===== config.mk =====
export PLATFORM = sky130hd
export DESIGN_NAME = alu_decode
export DESIGN_NICKNAME = d
export VERILOG_FILES = /design/src/rtl/alu_decode.sv
export SDC_FILE = /design/constraint.sdc
export NUM_CORES = 1
export LEC_CHECK = 0
export BUFFER_PORTS_ARGS = -buffer_cell sky130_fd_sc_hd__buf_2
export CORE_UTILIZATION = 43
export DETAILED_ROUTE_END_ITERATION = 16
export PLACE_DENSITY = 0.76
export SLEW_MARGIN = 10
export SYNTH_ARGS = -nofsm -noshare
export SYNTH_HDL_FRONTEND = slang
export SYNTH_SLANG_ARGS = --single-unit

===== constraint.sdc =====
create_clock -name clk -period 1.6 [get_ports clk]
set_input_delay 0.16 -clock clk [delete_from_list [all_inputs] [get_ports clk]]
set_output_delay 0.16 -clock clk [all_outputs]
set_load 0.05 [all_outputs]

===== src/rtl/alu_decode.sv =====
// RV32I decode stage: one registered valid/ready slot between fetch and execute.
// Optional ILLEGAL_INSTR_TRAP_EN drives out_illegal; otherwise illegal words pass as NOP bundles.
module alu_decode #(
   parameter int XLEN = 32
) (
   input  logic            clk,
   input  logic            rst_n,
   input  logic            flush,
   input  logic            in_valid,
   output logic            in_ready,
   input  logic [31:0]     in_instr,
   input  logic [XLEN-1:0] in_pc,
   output logic            out_valid,
   input  logic            out_ready,
   output logic [3:0]      funct_alu,
   output logic [1:0]      sel_in1,
   output logic            sel_in2,
   output logic [XLEN-1:0] imm,
   output logic [4:0]      rs1,
   output logic [4:0]      rs2,
   output logic [4:0]      rd,
   output logic            reg_we,
   output logic [XLEN-1:0] out_pc,
   output logic            out_illegal,
   output logic            dbg_state
);

   localparam logic [6:0] OP_REG = 7'b0110011;
   localparam logic [6:0] OP_IMM = 7'b0010011;
   localparam logic [6:0] OP_LUI = 7'b0110111;
   localparam logic [6:0] OP_AUI = 7'b0010111;
   localparam logic [6:0] OP_LD  = 7'b0000011;
   localparam logic [6:0] OP_ST  = 7'b0100011;
   localparam logic [6:0] OP_JAL = 7'b1101111;
   localparam logic [6:0] OP_JLR = 7'b1100111;

   typedef enum logic {EMPTY = 1'b0, FULL = 1'b1} state_t;

   state_t            r_state;
   logic [3:0]        r_funct;
   logic [1:0]        r_sel_in1;
   logic              r_sel_in2;
   logic [XLEN-1:0]   r_imm;
   logic [4:0]        r_rs1, r_rs2, r_rd;
   logic              r_we;
   logic [XLEN-1:0]   r_pc;

   logic [6:0]        w_opcode;
   logic [2:0]        w_f3;
   logic [6:0]        w_f7;
   logic [3:0]        w_funct;
   logic [1:0]        w_sel_in1;
   logic              w_sel_in2;
   logic [31:0]       w_imm32;
   logic [XLEN-1:0]   w_imm;
   logic              w_we;
   logic              w_illegal;
   logic              w_in_ready;

   assign w_opcode = in_instr[6:0];
   assign w_f3     = in_instr[14:12];
   assign w_f7     = in_instr[31:25];

   always_comb begin
      w_funct   = 4'b0000;
      w_sel_in1 = 2'b00;
      w_sel_in2 = 1'b1;
      w_imm32   = 32'd0;
      w_we      = 1'b0;
      w_illegal = 1'b0;
      case (w_opcode)
         OP_REG: begin
            w_funct   = {in_instr[30], w_f3};
            w_sel_in2 = 1'b0;
            w_we      = 1'b1;
            if (!((w_f7 == 7'b0000000) ||
                  (w_f7 == 7'b0100000 && (w_f3 == 3'b000 || w_f3 == 3'b101))))
               w_illegal = 1'b1;
            if (w_f3 == 3'b010 || w_f3 == 3'b011)
               w_illegal = 1'b1;
         end
         OP_IMM: begin
            w_imm32 = {{20{in_instr[31]}}, in_instr[31:20]};
            w_we    = 1'b1;
            // Only shifts carry an op qualifier in bit 30; other I-ops use it as immediate.
            w_funct = (w_f3 == 3'b101) ? {in_instr[30], 3'b101} : {1'b0, w_f3};
            if (w_f3 == 3'b001 && w_f7 != 7'b0000000)
               w_illegal = 1'b1;
            if (w_f3 == 3'b101 && w_f7 != 7'b0000000 && w_f7 != 7'b0100000)
               w_illegal = 1'b1;
            if (w_f3 == 3'b010 || w_f3 == 3'b011)
               w_illegal = 1'b1;
         end
         OP_LUI: begin
            w_sel_in1 = 2'b10;
            w_imm32   = {in_instr[31:12], 12'd0};
            w_we      = 1'b1;
         end
         OP_AUI: begin
            w_sel_in1 = 2'b01;
            w_imm32   = {in_instr[31:12], 12'd0};
            w_we      = 1'b1;
         end
         OP_LD: begin
            w_imm32 = {{20{in_instr[31]}}, in_instr[31:20]};
            w_we    = 1'b1;
         end
         OP_ST: begin
            w_imm32 = {{20{in_instr[31]}}, in_instr[31:25], in_instr[11:7]};
         end
         OP_JAL: begin
            w_sel_in1 = 2'b01;
            w_imm32   = {{12{in_instr[31]}}, in_instr[19:12], in_instr[20],
                         in_instr[30:21], 1'b0};
            w_we      = 1'b1;
         end
         OP_JLR: begin
            w_imm32 = {{20{in_instr[31]}}, in_instr[31:20]};
            w_we    = 1'b1;
         end
         default: w_illegal = 1'b1;
      endcase
      if (w_illegal) begin
         w_funct   = 4'b0000;
         w_sel_in1 = 2'b00;
         w_sel_in2 = 1'b1;
         w_imm32   = 32'd0;
         w_we      = 1'b0;
      end
      if (in_instr[11:7] == 5'd0)
         w_we = 1'b0;
   end

   assign w_imm = XLEN'($signed(w_imm32));

   // Handshake: a beat moves when valid && ready on the same rising edge; a held
   // bundle never changes while out_valid && !out_ready; flush beats an accept.
   assign w_in_ready = (r_state == EMPTY) || out_ready;

`ifdef ILLEGAL_INSTR_TRAP_EN
   logic r_illegal;
`endif

   always_ff @(posedge clk or negedge rst_n) begin
      if (!rst_n) begin
         r_state   <= EMPTY;
         r_funct   <= 4'd0;
         r_sel_in1 <= 2'd0;
         r_sel_in2 <= 1'b0;
         r_imm     <= '0;
         r_rs1     <= 5'd0;
         r_rs2     <= 5'd0;
         r_rd      <= 5'd0;
         r_we      <= 1'b0;
         r_pc      <= '0;
`ifdef ILLEGAL_INSTR_TRAP_EN
         r_illegal <= 1'b0;
`endif
      end else if (flush) begin
         r_state <= EMPTY;
      end else if (in_valid && w_in_ready) begin
         r_state   <= FULL;
         r_funct   <= w_funct;
         r_sel_in1 <= w_sel_in1;
         r_sel_in2 <= w_sel_in2;
         r_imm     <= w_imm;
         r_rs1     <= in_instr[19:15];
         r_rs2     <= in_instr[24:20];
         r_rd      <= in_instr[11:7];
         r_we      <= w_we;
         r_pc      <= in_pc;
`ifdef ILLEGAL_INSTR_TRAP_EN
         r_illegal <= w_illegal;
`endif
      end else if (out_ready) begin
         r_state <= EMPTY;
      end
   end

`ifdef ILLEGAL_INSTR_TRAP_EN
   assign out_illegal = r_illegal;
`else
   assign out_illegal = 1'b0;
`endif

   assign in_ready  = w_in_ready;
   assign out_valid = (r_state == FULL);
   assign dbg_state = r_state;
   assign funct_alu = r_funct;
   assign sel_in1   = r_sel_in1;
   assign sel_in2   = r_sel_in2;
   assign imm       = r_imm;
   assign rs1       = r_rs1;
   assign rs2       = r_rs2;
   assign rd        = r_rd;
   assign reg_we    = r_we;
   assign out_pc    = r_pc;

endmodule


==> impl_metrics.py <==
metrics = {
    "finish": {
        "post-route-cell-area_um2": 5429,
        "mostFrequentLayoutCell": "sky130_fd_sc_hd__nand2_1",
        "area_growth_pct": 42.36,
        "design.final.nets": 699,
        "final_layout_size_suffix_gt1_share_pct": 37.64,
        "n_antenna_cell": 0,
        "final_cell_mix": "sky130_fd_sc_hd__nand2_1 (193), sky130_fd_sc_hd__buf_2 (157), sky130_fd_sc_hd__dfrtp_1 (87), sky130_fd_sc_hd__buf_4 (32)",
    },
    "sta": {
        "max-slew-margin-rel_pct": 50.18,
        "layout_min_cycle_time_ns": 1.530,
        "final_worst_path_setup_slack_ns": 0.07007,
        "finalHoldViolations": 0,
        "rsz0062_at_grt": "true",
        "post-route-period-util_pct": 95.62,
        "max_freq_mhz": 653.6,
        "fin_hold_ws_ns": 0.01160,
        "worstMarginPinSlew_ns": 0.7445,
        "finClkSkew_ns": 0.007711,
        "final-max-slew-violation-count": 0,
        "number_of_endpoints_failing_setup_at_the_final_stage": 0,
    },
    "synth": {
        "yosysWarningCount": 0,
        "synthCells": 421,
        "synth_nets": 490,
        "synth.cell_area_um2": 3814,
        "synth_cell_type_count": 42,
        "number_of_enable_flip_flop_cells_after_synthesis": 0,
        "postSynth.asyncResetShare_pct": 100.0,
        "synthFlopType": "sky130_fd_sc_hd__dfrtp_1",
        "avgSynthCellArea_um2": 9.059,
        "synth-seq-cells": 88,
        "synth-seq-area-share_pct": 57.74,
    },
    "worst_setup_path": {
        "worst-setup-path-type": "flop to flop",
        "worst_setup_path_end_kind": "flop",
        "timing.critical_path.from_type": "flop",
        "timing.rr.end": "imm[24]$_DFFE_PN0P_",
        "crit-reg2reg-launch": "dbg_state$_DFFE_PN0P_",
        "worstPathCellList": "nor2b_4, inv_4, nand3b_1, a21oi_2, a41oi_4, buf_6, o21ai_2",
        "worst_setup_path_startpoint": "dbg_state$_DFFE_PN0P_",
        "cp_data_arrival_time_ns": 1.79,
        "critPathMaxFanout": 11,
        "reg2regPathDepth": 7,
        "critical_path_buffer_and_inverter_count": 2,
        "timing.reg2reg.setup_slack_ns": 0.07,
        "timing.critical_path.max_delay_family": "compound AO/OA/AOI/OAI gates",
        "required_ns": 1.86,
        "max_stage_delay_ns": 0.37,
        "timing.critical_path.slowest_stage_cell": "sky130_fd_sc_hd__dfrtp_2",
    },
    "floorplan": {
        "dieArea_um2": 9250,
        "die_height_um": 96.18,
        "placeable_core_region_um2": 8382,
        "initial_utilization_pct": 45.50,
        "site_row_count": 33,
        "num_io_pins": 160,
        "die_width_um": 96.18,
    },
    "route": {
        "remaining_routing_drc_violations": 0,
        "num_vias": 3714,
        "first_pass_iters": 4,
        "via_cell_ratio": 5.019,
        "drtAntennaViolNets": 0,
        "routed_wire_length_per_instance_um": 14.64,
        "drt-total-wl_um": 10830,
        "drt-initial-drc-count": 157,
    },
    "min_path": {
        "timing.hold.worst_endpoint": "rs1[3]$_DFFE_PN0P_",
        "holdCritPathClass": "input pin to flop",
        "holdCritStartpoint": "in_instr[18]",
        "whs_path_depth": 3,
    },
    "global_route": {
        "global_route_wire_length_before_repair_um": 16550,
        "global_route.overflow_total": 0,
        "initial_antenna_violation_count": 0,
        "pin_count_of_the_biggest_net_entering_global_routing": 39,
        "grt_usage_pct": 23.91,
        "first_global_vias": 3467,
    },
    "power_and_ir_drop": {
        "power_density_nw_per_um2": 999.5,
        "seq_power_share_pct": 46.3,
        "leakagePower_uw": 0.002920,
        "swShare_pct": 37.59,
        "switching_power_uw": 2040,
        "p_int_uw": 3386,
        "max_ir_drop_vdd_v": 0.0004815,
        "pwr-share-comb_pct": 28.7,
        "clock_power_share_pct": 25.0,
    },
    "clock_network": {
        "clock-sinks": 88,
        "clk_pin_slew_worst_paths_ns": 0.09,
        "clk-insertion-delay-late_ns": 0.36,
        "cts_root_buffer": "sky130_fd_sc_hd__clkbuf_8",
        "numCtsBuffers": 9,
        "h-tree-depth": 3,
        "cts_max_path_buffers": 2,
        "tritoncts": "yes",
    },
    "place": {
        "pre_cts_slack_ns": -0.3466,
        "dp.final_hpwl_um": 7833,
        "post_dp_cell_area_um2": 4883,
        "port_buffers": 158,
        "routabilityCongestion": 0.8364,
    },
    "outcome": {
        "run_status": "finished clean",
    },
    "job": {
        "cap_viol_max_count": 0,
    },
}
## worst max path at each step
| stage | to | depth (start not counted) | slack [ns] |
|---|---|---|---|
| 2_1_floorplan | imm[20]$_DFFE_PN0P_ | 7 | -0.16 |
| 3_3_place_gp | imm[23]$_DFFE_PN0P_ | 7 | -0.30 |
| 3_5_place_dp | imm[24]$_DFFE_PN0P_ | 7 | -0.35 |
| 4_1_cts | imm[24]$_DFFE_PN0P_ | 7 | 0.005 |
| 5_1_grt | out_pc[1]$_DFFE_PN0P_ | 7 | -0.008 |
| 6_report | imm[24]$_DFFE_PN0P_ | 7 | 0.07 |
## cells in the mapped netlist, types with 3 or more instances
master	number	area, um2
sky130_fd_sc_hd__nor2_1	6	22.52
sky130_fd_sc_hd__dfrtp_1	88	2202
sky130_fd_sc_hd__clkbuf_1	19	71.32
sky130_fd_sc_hd__o21ai_0	10	50.05
sky130_fd_sc_hd__nand2_1	193	724.4
sky130_fd_sc_hd__a22oi_1	5	37.54
sky130_fd_sc_hd__a21oi_1	32	160.2
sky130_fd_sc_hd__inv_1	3	11.26
sky130_fd_sc_hd__o21ai_2	20	175.2
sky130_fd_sc_hd__nor2b_1	3	18.77
## registers in the layout, summed over array words and instances, names as in the netlist
name and cells:
imm 32, out_pc 32, rd 5, rs1 5, rs2 5, funct_alu 4
sel_in1 2, dbg_state 1, reg_we 1, sel_in2 1
## power by group through the flow
stage	combinational, uW	clock (uW)	sequential, uW
after detailed placement	1480	0	2550
after CTS	1540	1400	2510
after global placement	1460	0	2550
after floorplan	306	0	3250
final	1550	1360	2510
after global routing	1660	1510	2540
## layout make-up
| class | instances | area, um2 |
|---|---|---|
| clock buffer | 9 | 123.9 |
| clock inverter | 7 | 48.80 |
| fill | 675 | 2953 |
| inverter | 3 | 13.76 |
| multi-input combinational | 304 | 1518 |
| sequential | 88 | 2203 |
| tap | 105 | 131.4 |
| timing repair buffer | 224 | 1390 |
## tightest hold or removal path, delay by kind of cell
kind,cells,cell delay (ns)
and+or+nand+nor,2,0.08
buffers and inverters,1,0.09
## logic make-up (layout without fill, tap and decap cells)
logic type / Yosys count / after routing / synth area share [%]
compound gates: 83 / 83 / 14.99
xor+xnor: 1 / 1 / 0.2297
buf+inv: 29 / 243 / 3.478
flops: 88 / 88 / 57.74
mux: 1 / 1 / 0.2625
other cells: 1 / 1 / 0.09833
simple gates: 218 / 218 / 23.20
## repair_timing
action                                  4_1_cts  5_1_grt
gates cloned                                  0        0
gates resized for setup                       3        4
endpoints found under the hold margin        62        0
hold buffers                                 31        0
pin swaps                                     0        1
buffers inserted                              0        4
endpoints found under the setup margin       17       37
## routing by layer
layer | wire [um] | track usage, %
met1 | 4658 | 29.61
met2 | 5137 | 39.95
met3 | 914 | 7.267
met4 | 123 | 7.463
met5 | 0 | 0
## through the flow
stage,util (%),setup TNS (ns),std cells,total power (uW)
6_report,64.77,0,740,5426
4_1_cts,64.19,0,736,5452
5_1_grt,64.77,-0.01139,740,5710
3_3_place_gp,58.26,-9.390,689,4007
2_1_floorplan,-,-7.241,421,3558
3_5_place_dp,58.26,-10.90,689,4036
No activity file was read; power rests on OpenSTA's default activity.
